--- src/rtl/tinyrisc_pkg.sv ---
// Shared TinyRISC definitions used by the forwarding unit:
// - opcodes
// - instruction field positions
// - forwarding select encodings
// - the per-stage decode record
package tinyrisc_pkg;

    // Opcodes
    localparam logic [4:0] OP_ADD  = 5'b00000;
    localparam logic [4:0] OP_SUB  = 5'b00001;
    localparam logic [4:0] OP_MUL  = 5'b00010;
    localparam logic [4:0] OP_DIV  = 5'b00011;
    localparam logic [4:0] OP_MOD  = 5'b00100;
    localparam logic [4:0] OP_CMP  = 5'b00101;
    localparam logic [4:0] OP_AND  = 5'b00110;
    localparam logic [4:0] OP_OR   = 5'b00111;
    localparam logic [4:0] OP_NOT  = 5'b01000;
    localparam logic [4:0] OP_MOV  = 5'b01001;
    localparam logic [4:0] OP_LSL  = 5'b01010;
    localparam logic [4:0] OP_LSR  = 5'b01011;
    localparam logic [4:0] OP_ASR  = 5'b01100;
    localparam logic [4:0] OP_NOP  = 5'b01101;
    localparam logic [4:0] OP_LD   = 5'b01110;
    localparam logic [4:0] OP_ST   = 5'b01111;
    localparam logic [4:0] OP_BEQ  = 5'b10000;
    localparam logic [4:0] OP_BGT  = 5'b10001;
    localparam logic [4:0] OP_B    = 5'b10010;
    localparam logic [4:0] OP_CALL = 5'b10011;
    localparam logic [4:0] OP_RET  = 5'b10100;

    // Field bit positions
    localparam int unsigned OPC_MSB = 31;
    localparam int unsigned OPC_LSB = 27;
    localparam int unsigned IMM_BIT = 26;
    localparam int unsigned RD_MSB  = 25;
    localparam int unsigned RD_LSB  = 22;
    localparam int unsigned RS1_MSB = 21;
    localparam int unsigned RS1_LSB = 18;
    localparam int unsigned RS2_MSB = 17;
    localparam int unsigned RS2_LSB = 14;

    // Return-address register written by call and read by ret
    localparam logic [3:0] RA_REG = 4'd15;

    // Forwarding select encodings for the EX operand muxes
    localparam logic [1:0] FWD_NONE = 2'b00;
    localparam logic [1:0] FWD_MA   = 2'b01;
    localparam logic [1:0] FWD_WB   = 2'b10;

    // Register usage of one instruction
    typedef struct packed {
        logic       is_writer;
        logic [3:0] dest;
        logic       reads_s1;
        logic [3:0] s1;
        logic       reads_s2;
        logic [3:0] s2;
    } fu_dec_t;

endpackage

--- src/rtl/fu_decode.sv ---
// Register-usage decoder for one pipeline stage.
// Reports whether the instruction writes a destination and which sources it reads.
// When FU_RA_FWD_EN is defined:
// - call writes r15
// - ret reads r15 as source-1
module fu_decode
    import tinyrisc_pkg::*;
(
    input  logic [31:0] instr_i,
    output fu_dec_t     dec_o
);

    logic [4:0] opcode;
    logic       imm;
    logic [3:0] rd;
    logic [3:0] rs1;
    logic [3:0] rs2;
    logic       unused_instr;

    assign opcode       = instr_i[OPC_MSB:OPC_LSB];
    assign imm          = instr_i[IMM_BIT];
    assign rd           = instr_i[RD_MSB:RD_LSB];
    assign rs1          = instr_i[RS1_MSB:RS1_LSB];
    assign rs2          = instr_i[RS2_MSB:RS2_LSB];
    assign unused_instr = ^instr_i[RS2_LSB-1:0];

    // Classify the opcode into writer / source-1 / source-2 usage
    always_comb begin
        dec_o = '0;
        dec_o.dest = rd;
        dec_o.s1   = rs1;
        dec_o.s2   = rs2;
        case (opcode)
            OP_ADD, OP_SUB, OP_MUL, OP_DIV, OP_MOD,
            OP_AND, OP_OR, OP_LSL, OP_LSR, OP_ASR: begin
                dec_o.is_writer = 1'b1;
                dec_o.reads_s1  = 1'b1;
                dec_o.reads_s2  = ~imm;
            end
            OP_CMP: begin
                dec_o.reads_s1 = 1'b1;
                dec_o.reads_s2 = ~imm;
            end
            OP_NOT, OP_MOV: begin
                dec_o.is_writer = 1'b1;
                dec_o.reads_s2  = ~imm;
            end
            OP_LD: begin
                dec_o.is_writer = 1'b1;
                dec_o.reads_s1  = 1'b1;
            end
            OP_ST: begin
                // Store data comes from the rd field
                dec_o.reads_s1 = 1'b1;
                dec_o.reads_s2 = 1'b1;
                dec_o.s2       = rd;
            end
`ifdef FU_RA_FWD_EN
            OP_CALL: begin
                dec_o.is_writer = 1'b1;
                dec_o.dest      = RA_REG;
            end
            OP_RET: begin
                dec_o.reads_s1 = 1'b1;
                dec_o.s1       = RA_REG;
            end
`endif
            default: begin
                // nop, branches and undefined opcodes touch no registers
            end
        endcase
    end

endmodule

--- src/rtl/forwarding_unit.sv ---
// Data-forwarding control for the 5-stage TinyRISC pipeline.
// - The OF, EX, MA and WB instructions are decoded.
// - Purely combinational mux selects route MA/WB results to earlier operands.
// - A saturating counter tracks cycles in which any forwarding occurs.
// Optional macro FU_RA_FWD_EN lets call/ret take part through r15.
module forwarding_unit
    import tinyrisc_pkg::*;
#(
    parameter int unsigned CNT_W = 16
) (
    input  logic             clk,
    input  logic             rst_n,
    input  logic [31:0]      instruction_OF,
    input  logic [31:0]      instruction_EX,
    input  logic [31:0]      instruction_MA,
    input  logic [31:0]      instruction_WB,
    output logic             WB_OF_rs1,
    output logic             WB_OF_rs2,
    output logic             WB_MA_rs2,
    output logic [1:0]       MAWB_EX_rs1,
    output logic [1:0]       MAWB_EX_rs2,
    output logic [CNT_W-1:0] fwd_count
);

    fu_dec_t dec_of;
    fu_dec_t dec_ex;
    fu_dec_t dec_ma;
    fu_dec_t dec_wb;

    logic              ma_is_ld;
    logic              ma_is_st;
    logic              any_fwd;
    logic [CNT_W-1:0]  fwd_count_d;
    logic [CNT_W-1:0]  fwd_count_q;
    logic              unused_dec;

    fu_decode u_dec_of (.instr_i(instruction_OF), .dec_o(dec_of));
    fu_decode u_dec_ex (.instr_i(instruction_EX), .dec_o(dec_ex));
    fu_decode u_dec_ma (.instr_i(instruction_MA), .dec_o(dec_ma));
    fu_decode u_dec_wb (.instr_i(instruction_WB), .dec_o(dec_wb));

    assign ma_is_ld = (instruction_MA[OPC_MSB:OPC_LSB] == OP_LD);
    assign ma_is_st = (instruction_MA[OPC_MSB:OPC_LSB] == OP_ST);

    // Decode fields that no forwarding path consumes
    assign unused_dec = ^{dec_of.is_writer, dec_of.dest, dec_ex.is_writer, dec_ex.dest,
                          dec_ma.reads_s1, dec_ma.s1, dec_wb.reads_s1, dec_wb.s1,
                          dec_wb.reads_s2, dec_wb.s2};

    // WB result forwarded into OF operands and into MA store data
    always_comb begin
        WB_OF_rs1 = dec_wb.is_writer && dec_of.reads_s1 && (dec_wb.dest == dec_of.s1);
        WB_OF_rs2 = dec_wb.is_writer && dec_of.reads_s2 && (dec_wb.dest == dec_of.s2);
        // For a store, decode reports the rd field as source-2
        WB_MA_rs2 = ma_is_st && dec_ma.reads_s2 && dec_wb.is_writer &&
                    (dec_wb.dest == dec_ma.s2);
    end

    // EX operand selects; MA beats WB, and a load in MA is left to the stall unit
    always_comb begin
        MAWB_EX_rs1 = FWD_NONE;
        MAWB_EX_rs2 = FWD_NONE;
        if (dec_ex.reads_s1) begin
            if (dec_ma.is_writer && !ma_is_ld && (dec_ma.dest == dec_ex.s1)) begin
                MAWB_EX_rs1 = FWD_MA;
            end else if (dec_wb.is_writer && (dec_wb.dest == dec_ex.s1)) begin
                MAWB_EX_rs1 = FWD_WB;
            end
        end
        if (dec_ex.reads_s2) begin
            if (dec_ma.is_writer && !ma_is_ld && (dec_ma.dest == dec_ex.s2)) begin
                MAWB_EX_rs2 = FWD_MA;
            end else if (dec_wb.is_writer && (dec_wb.dest == dec_ex.s2)) begin
                MAWB_EX_rs2 = FWD_WB;
            end
        end
    end

    // Next value of the saturating forwarding-activity counter
    always_comb begin
        any_fwd = WB_OF_rs1 || WB_OF_rs2 || WB_MA_rs2 ||
                  (MAWB_EX_rs1 != FWD_NONE) || (MAWB_EX_rs2 != FWD_NONE);
        fwd_count_d = fwd_count_q;
        if (any_fwd && !(&fwd_count_q)) begin
            fwd_count_d = fwd_count_q + {{(CNT_W-1){1'b0}}, 1'b1};
        end
    end

    // Counter state register
    always_ff @(posedge clk or negedge rst_n) begin
        if (!rst_n) begin
            fwd_count_q <= '0;
        end else begin
            fwd_count_q <= fwd_count_d;
        end
    end

    assign fwd_count = fwd_count_q;

endmodule

--- config.mk ---
export PLATFORM = sky130hd
export DESIGN_NAME = forwarding_unit
export DESIGN_NICKNAME = d
export VERILOG_FILES = /design/src/rtl/tinyrisc_pkg.sv /design/src/rtl/fu_decode.sv /design/src/rtl/forwarding_unit.sv
export SDC_FILE = /design/constraint.sdc
export NUM_CORES = 1
export LEC_CHECK = 0
export CORE_AREA = 3 3 84 66
export CTS_BUF_LIST = sky130_fd_sc_hd__clkbuf_2 sky130_fd_sc_hd__clkbuf_4 sky130_fd_sc_hd__clkbuf_8
export DETAILED_ROUTE_END_ITERATION = 8
export DIE_AREA = 0 0 87 69
export GPL_ROUTABILITY_DRIVEN = 0
export PLACE_DENSITY = 0.94
export SYNTH_ARGS = -nofsm -noshare
export SYNTH_HDL_FRONTEND = slang
export SYNTH_SLANG_ARGS = --single-unit
--- constraint.sdc ---
create_clock -name clk -period 5.55 [get_ports clk]
set_input_delay 0.555 -clock clk [delete_from_list [all_inputs] [get_ports clk]]
set_output_delay 0.555 -clock clk [all_outputs]
set_load 0.005 [all_outputs]
After elaboration in Yosys (flattened, before gate mapping)
Index checks and enable logic that the tools add are counted. Widths: inputs -> output; s select.

Flip-flop bits (word level): 16. Output and inout bits: 23. Logic and storage cells: 115.

Muxes and demuxes: 16. Equal/unequal tests: 61. Reduce and logical (&&, ||, !) cells: 33. Bitwise operators: 3. Add/sub/neg operators: 1.

Operators by type and width (number): $eq 5x4->1 const B (27); $reduce_or 13->1 (7); $eq 5x3->1 const B (15); $eq 5x2->1 const B (8); $eq 4x4->1 (7); $eq 5x1->1 const B (4); $logic_not 5->1 (4); $add 16x1->16 const B (1); $reduce_and 16->1 (1); $logic_and 1x1->1 (13); $mux 2 (6); $mux 4 (3); $pmux 1 s2 (3); $logic_or 1x1->1 (4); $mux 1 (4); $reduce_bool 2->1 (2); $not 1->1 (3); $logic_not 1->1 (2).

Longest topological paths before layout
Depth in word-level cells: 11. Depth in mapped cells: 10. Gate-level depth less buffers: 8.

Cells and area by module
Synthesis repeated with hierarchy kept, for this count alone.

Cells, all modules: 237. Area, all modules: 2145.8 um^2.

Modules (own cells, without submodules): forwarding_unit (seq. area each 400.4 um^2, cells each 149, area an instance 1430.1 um^2, instances 1); fu_decode (seq. area each 0.0 um^2, cells each 22, area an instance 178.9 um^2, instances 4).

Least setup slack after synthesis
No wires, ideal clock.

Path kind: input port to flip-flop. From: in instruction_WB[22]. To: reg fwd_count_q[2] (netlist: fwd_count[2]). Buffers on the path: 2. Library setup time: 128 ps. Setup slack: 3074 ps. Arrival time: 2348 ps. Cell stages on the path: 10. Path through: buf_2 -> xor2_1 -> nor4_1 -> and3_1 -> nand2b_1 -> or4_4 -> a211oi_4 -> buf_6 -> nor3b_2 -> xor2_1.

RTL lines: start: declaration (RTL line forwarding_unit.sv:16) `input logic [31:0] instruction_WB,`; $eq 4x4->1 (RTL line forwarding_unit.sv:56) `(dec_wb.dest == dec_ma.s2);`; $logic_and 1x1->1 (RTL line forwarding_unit.sv:55) `WB_MA_rs2 = ma_is_st && dec_ma.reads_s2 && dec_wb.is_writer &&`; named net WB_MA_rs2 (RTL line forwarding_unit.sv:19) `output logic WB_MA_rs2,`; $logic_or 1x1->1 (2 in series) (RTL line forwarding_unit.sv:81) `any_fwd = WB_OF_rs1 || WB_OF_rs2 || WB_MA_rs2 ||`; $logic_or 1x1->1 (RTL line forwarding_unit.sv:82) `(MAWB_EX_rs1 != FWD_NONE) || (MAWB_EX_rs2 != FWD_NONE);`; $logic_and 1x1->1 (RTL line forwarding_unit.sv:84) `if (any_fwd && !(&fwd_count_q)) begin`; end signal: assignment (RTL line forwarding_unit.sv:94) `fwd_count_q <= fwd_count_d;`; end: declaration (RTL line forwarding_unit.sv:34) `logic [CNT_W-1:0] fwd_count_q;`.

The timed path passes the listed nets, and every way through them passes these cells. A chain may end at the register's enable or synchronous reset.

Final worst setup path
From: in instruction_EX[30]. To: out MAWB_EX_rs2[1].

Longest elaborated chain between the ends: 7.

RTL lines: start: declaration (RTL line forwarding_unit.sv:14) `input logic [31:0] instruction_EX,`; $eq 5x4->1 (RTL line fu_decode.sv:33) `case (opcode)`; $mux 4 (RTL line fu_decode.sv:33); $eq 4x4->1 (RTL line forwarding_unit.sv:73) `end else if (dec_wb.is_writer && (dec_wb.dest == dec_ex.s2)) begin`; $logic_and 1x1->1 (RTL line forwarding_unit.sv:73); $mux 2 (RTL line forwarding_unit.sv:73); $mux 2 (RTL line forwarding_unit.sv:71) `if (dec_ma.is_writer && !ma_is_ld && (dec_ma.dest == dec_ex.s2)) begin`; $mux 2 (*) (RTL line forwarding_unit.sv:70) `if (dec_ex.reads_s2) begin`; end: declaration (RTL line forwarding_unit.sv:21) `output logic [1:0] MAWB_EX_rs2,`.

Every way passes the cells marked *; elsewhere a longest branch is shown, timed or not.

==> flow_summary.toml <==
[timing]
tightest_slew_ps = 1186
rsz0062_at_grt = "false"
fmax_mhz = 278.5
period_share_pct = 64.69
fin_tns_setup_ps = 0
max_slew_margin_pct = 20.50
finalHoldViolCount = 0
finClkSkew_ps = 5.878
post-route-min-period_ps = 3590
setup_viol = 0
finalMaxSlewViolations = 0

[routing]
ant_nets = 0
viasPerCell = 5.177
drt_iter0_markers = 50
drt-pass1-iter-count = 4
num_vias = 1605
wire_per_inst_um = 14.30
routed_wirelength_um = 4433
drc_errors = 0

[global_route]
gr-total-overflow = 0
antenna_found_initial = 0
grt_max_degree = 17
grt_pass1_wl_um = 7583
grt_usage_pct = 15.38
grt_pass1_vias = 1665

[logic_synthesis]
synth_mux_area_share_pct = 3.435
synthesis.area_um2 = 1567
async_flop_share_pct = 100.0
synth_area_leaders = "dfrtp_1 26%, xor2_1 14%, nor3_2 5.8%, xnor2_1 5.0%, nand2_1 2.9%"
synth_top_area_share_pct = 25.56
synth_top_family_by_area = "simple AND/OR/NAND/NOR gates"
synth_ff_type = "dfrtp_1"
yosysUniqueCellTypes = 52
syn_inst = 176
ys_warn_count = 0
avgSynthCellArea_um2 = 8.901
seq_area_frac_synth_pct = 25.56
ys_ff_latch = 16
synthesis.nets = 307
yosysMostFrequentCell = "xor2_1"
yosysTopAreaCell = "dfrtp_1"
yosys.area_share.simple_pct = 36.02
yosys-top-cells-count = "25 x xor2_1, 16 x dfrtp_1, 12 x nand2_1"
synth_edf_count = 0
synth-xor-area-share_pct = 19.01
synth_compound_area_share_pct = 11.26
synth_adder_area_share_pct = 0.7987

[clock_tree]
post-cts-setup-buffers = 0
cts_resized = 0
clkTransAtPathRegs_ps = 60
postCtsHoldBufs = 0
clockRootBuffer = "clkbuf_8"
htree_levels = 1
numCtsBuffers = 3
clock_latency_ps = 260
cts.sinks = 16
cts_buffer_depth = 2
cts_tree = "done"

[layout]
utilization_pct = 50.29
drive_gt1_share_pct = 9.200
largest_reg_flops = 16
final_area_um2 = 2422
syn_to_final_growth_pct = 54.63
fin_nets = 383
diodes = 0

[floorplan]
die_x_um = 87
start_util_pct = 32.52
ioPinCount = 153
die_h_um = 69
die_area_um2 = 6003
core_um2 = 4817
num_rows = 22

[critical_path]
startpoint_type = "primary input"
end_kind = "primary output"
crit_fanout = 6
path_cells = "clkdlybuf4s50_1 > nand4_2 > nor2_1 > mux2i_1 > xnor2_1 > nor4_4 > nor2b_1 > clkdlybuf4s50_1"
crit_required_ps = 4990
reg2reg_from = "fwd_count[2]$_DFFE_PN0P_"
ff2ff_path_depth = 6
slowest_stage = "clkdlybuf4s50_1"
worst_ep_arrival_time_ps = 3040
max_stage_delay_ps = 530
cp_common_cell = "clkdlybuf4s50_1"
r2r_setup_slack_ps = 2900
r2r_end = "fwd_count[1]$_DFFE_PN0P_"
crit_type = "in2out"

[pwr]
ir_drop_v = 0.0001854
power_density_nw_per_um2 = 160.8
p_leak_nw = 0.9652
finalPower_mw = 0.3896

[hold_path]
holdPathEnd = "fwd_count[7]$_DFFE_PN0P_"
hp-start = "fwd_count[7]$_DFFE_PN0P_"
hold_path_class = "reg2reg"
hold_depth = 1

[flow_run]
maxCapViolCount = 0

[place]
dpl.hpwl_um = 3742
portBuffers = 78
dpl-instance-area_um2 = 2381

[run_status]
status = "finished clean"
[worst max-delay path by stage]
stage / from / endpoint / slack [ps]
2_1_floorplan: instruction_WB[22] / fwd_count[2]$_DFFE_PN0P_ / 3070
3_3_place_gp: instruction_WB[24] / fwd_count[12]$_DFFE_PN0P_ / 1960
3_5_place_dp: instruction_EX[30] / MAWB_EX_rs2[1] / 1930
4_1_cts: instruction_EX[30] / MAWB_EX_rs2[1] / 1930
5_1_grt: instruction_EX[30] / MAWB_EX_rs2[1] / 1760
6_report: instruction_EX[30] / MAWB_EX_rs2[1] / 1960
[stage by stage]
| stage | worst slack (ps) | cells | hold WS [ps] |
|---|---|---|---|
| finish | 1960 | 310 | 481.5 |
| global route | 1762 | 310 | 508.7 |
| CTS | 1927 | 310 | 489.9 |
| detailed placement | 1928 | 307 | 479.7 |
| global placement | 1964 | 307 | 475.9 |
| floorplan | 3074 | 176 | 259.4 |
[worst max-delay path, delay by kind of cell]
kind                      cells  cell delay, ps
xor gates and xnor gates      1             150
muxes                         1             330
buffers and inverters         2            1040
and+or+nand+nor               4             960
[layout by cell type, fill, tap and decap left out, drive strengths merged, types with 2 or more instances in the layout]
cell type and count:
clkdlybuf4s50 78, xor2 25, dfrtp 16, nand2 12
nor3 12, xnor2 9, nand3 8, nand4 8
nor4 8, nand2b 7, nor2 7, inv 4
or2 4, and2 3, o22ai 3, nor2b 3
and3 3, clkbuf 3, nor3b 3, o21ai 3
mux2 3, a21oi 2, mux2i 2, o21a 2
and4 2, a31oi 2, a211o 2, o211a 2
a211oi 2
[final cells by class]
class	instances	area, um^2
timing repair buffer	78	780.7
multi-input combinational	149	1110
fill	412	2395
inverter	4	15.01
tap	60	75.07
clock buffer	3	41.29
sequential	16	400.4
[cell families after synthesis]
family | Yosys count
buffers and inverters | 11
and+or+nand+nor | 86
AOI/OAI and AO/OA | 23
xor gates and xnor gates | 34
muxes | 5
DFF | 16
adders and majority gates | 1
[where the power goes]
part | switching [mW] | internal (mW) | leakage [nW]
Sequential | 0.0199 | 0.131 | 0.217
Clock | 0.0401 | 0.0482 | 0.0216
Combinational | 0.0587 | 0.0912 | 0.727
Total | 0.119 | 0.271 | 0.965
[per-layer routing]
| metal | global-route usage, % | vias to the layer above | share of wire [%] |
|---|---|---|---|
| met5 | 0 | - | 0 |
| met4 | 5.363 | 0 | 2.3 |
| met3 | 1.912 | 9 | 4.8 |
| met2 | 26.03 | 51 | 49 |
| met1 | 19.81 | 751 | 44 |
| li1 | - | 794 | - |
No activity file was read; power rests on OpenSTA's default activity.
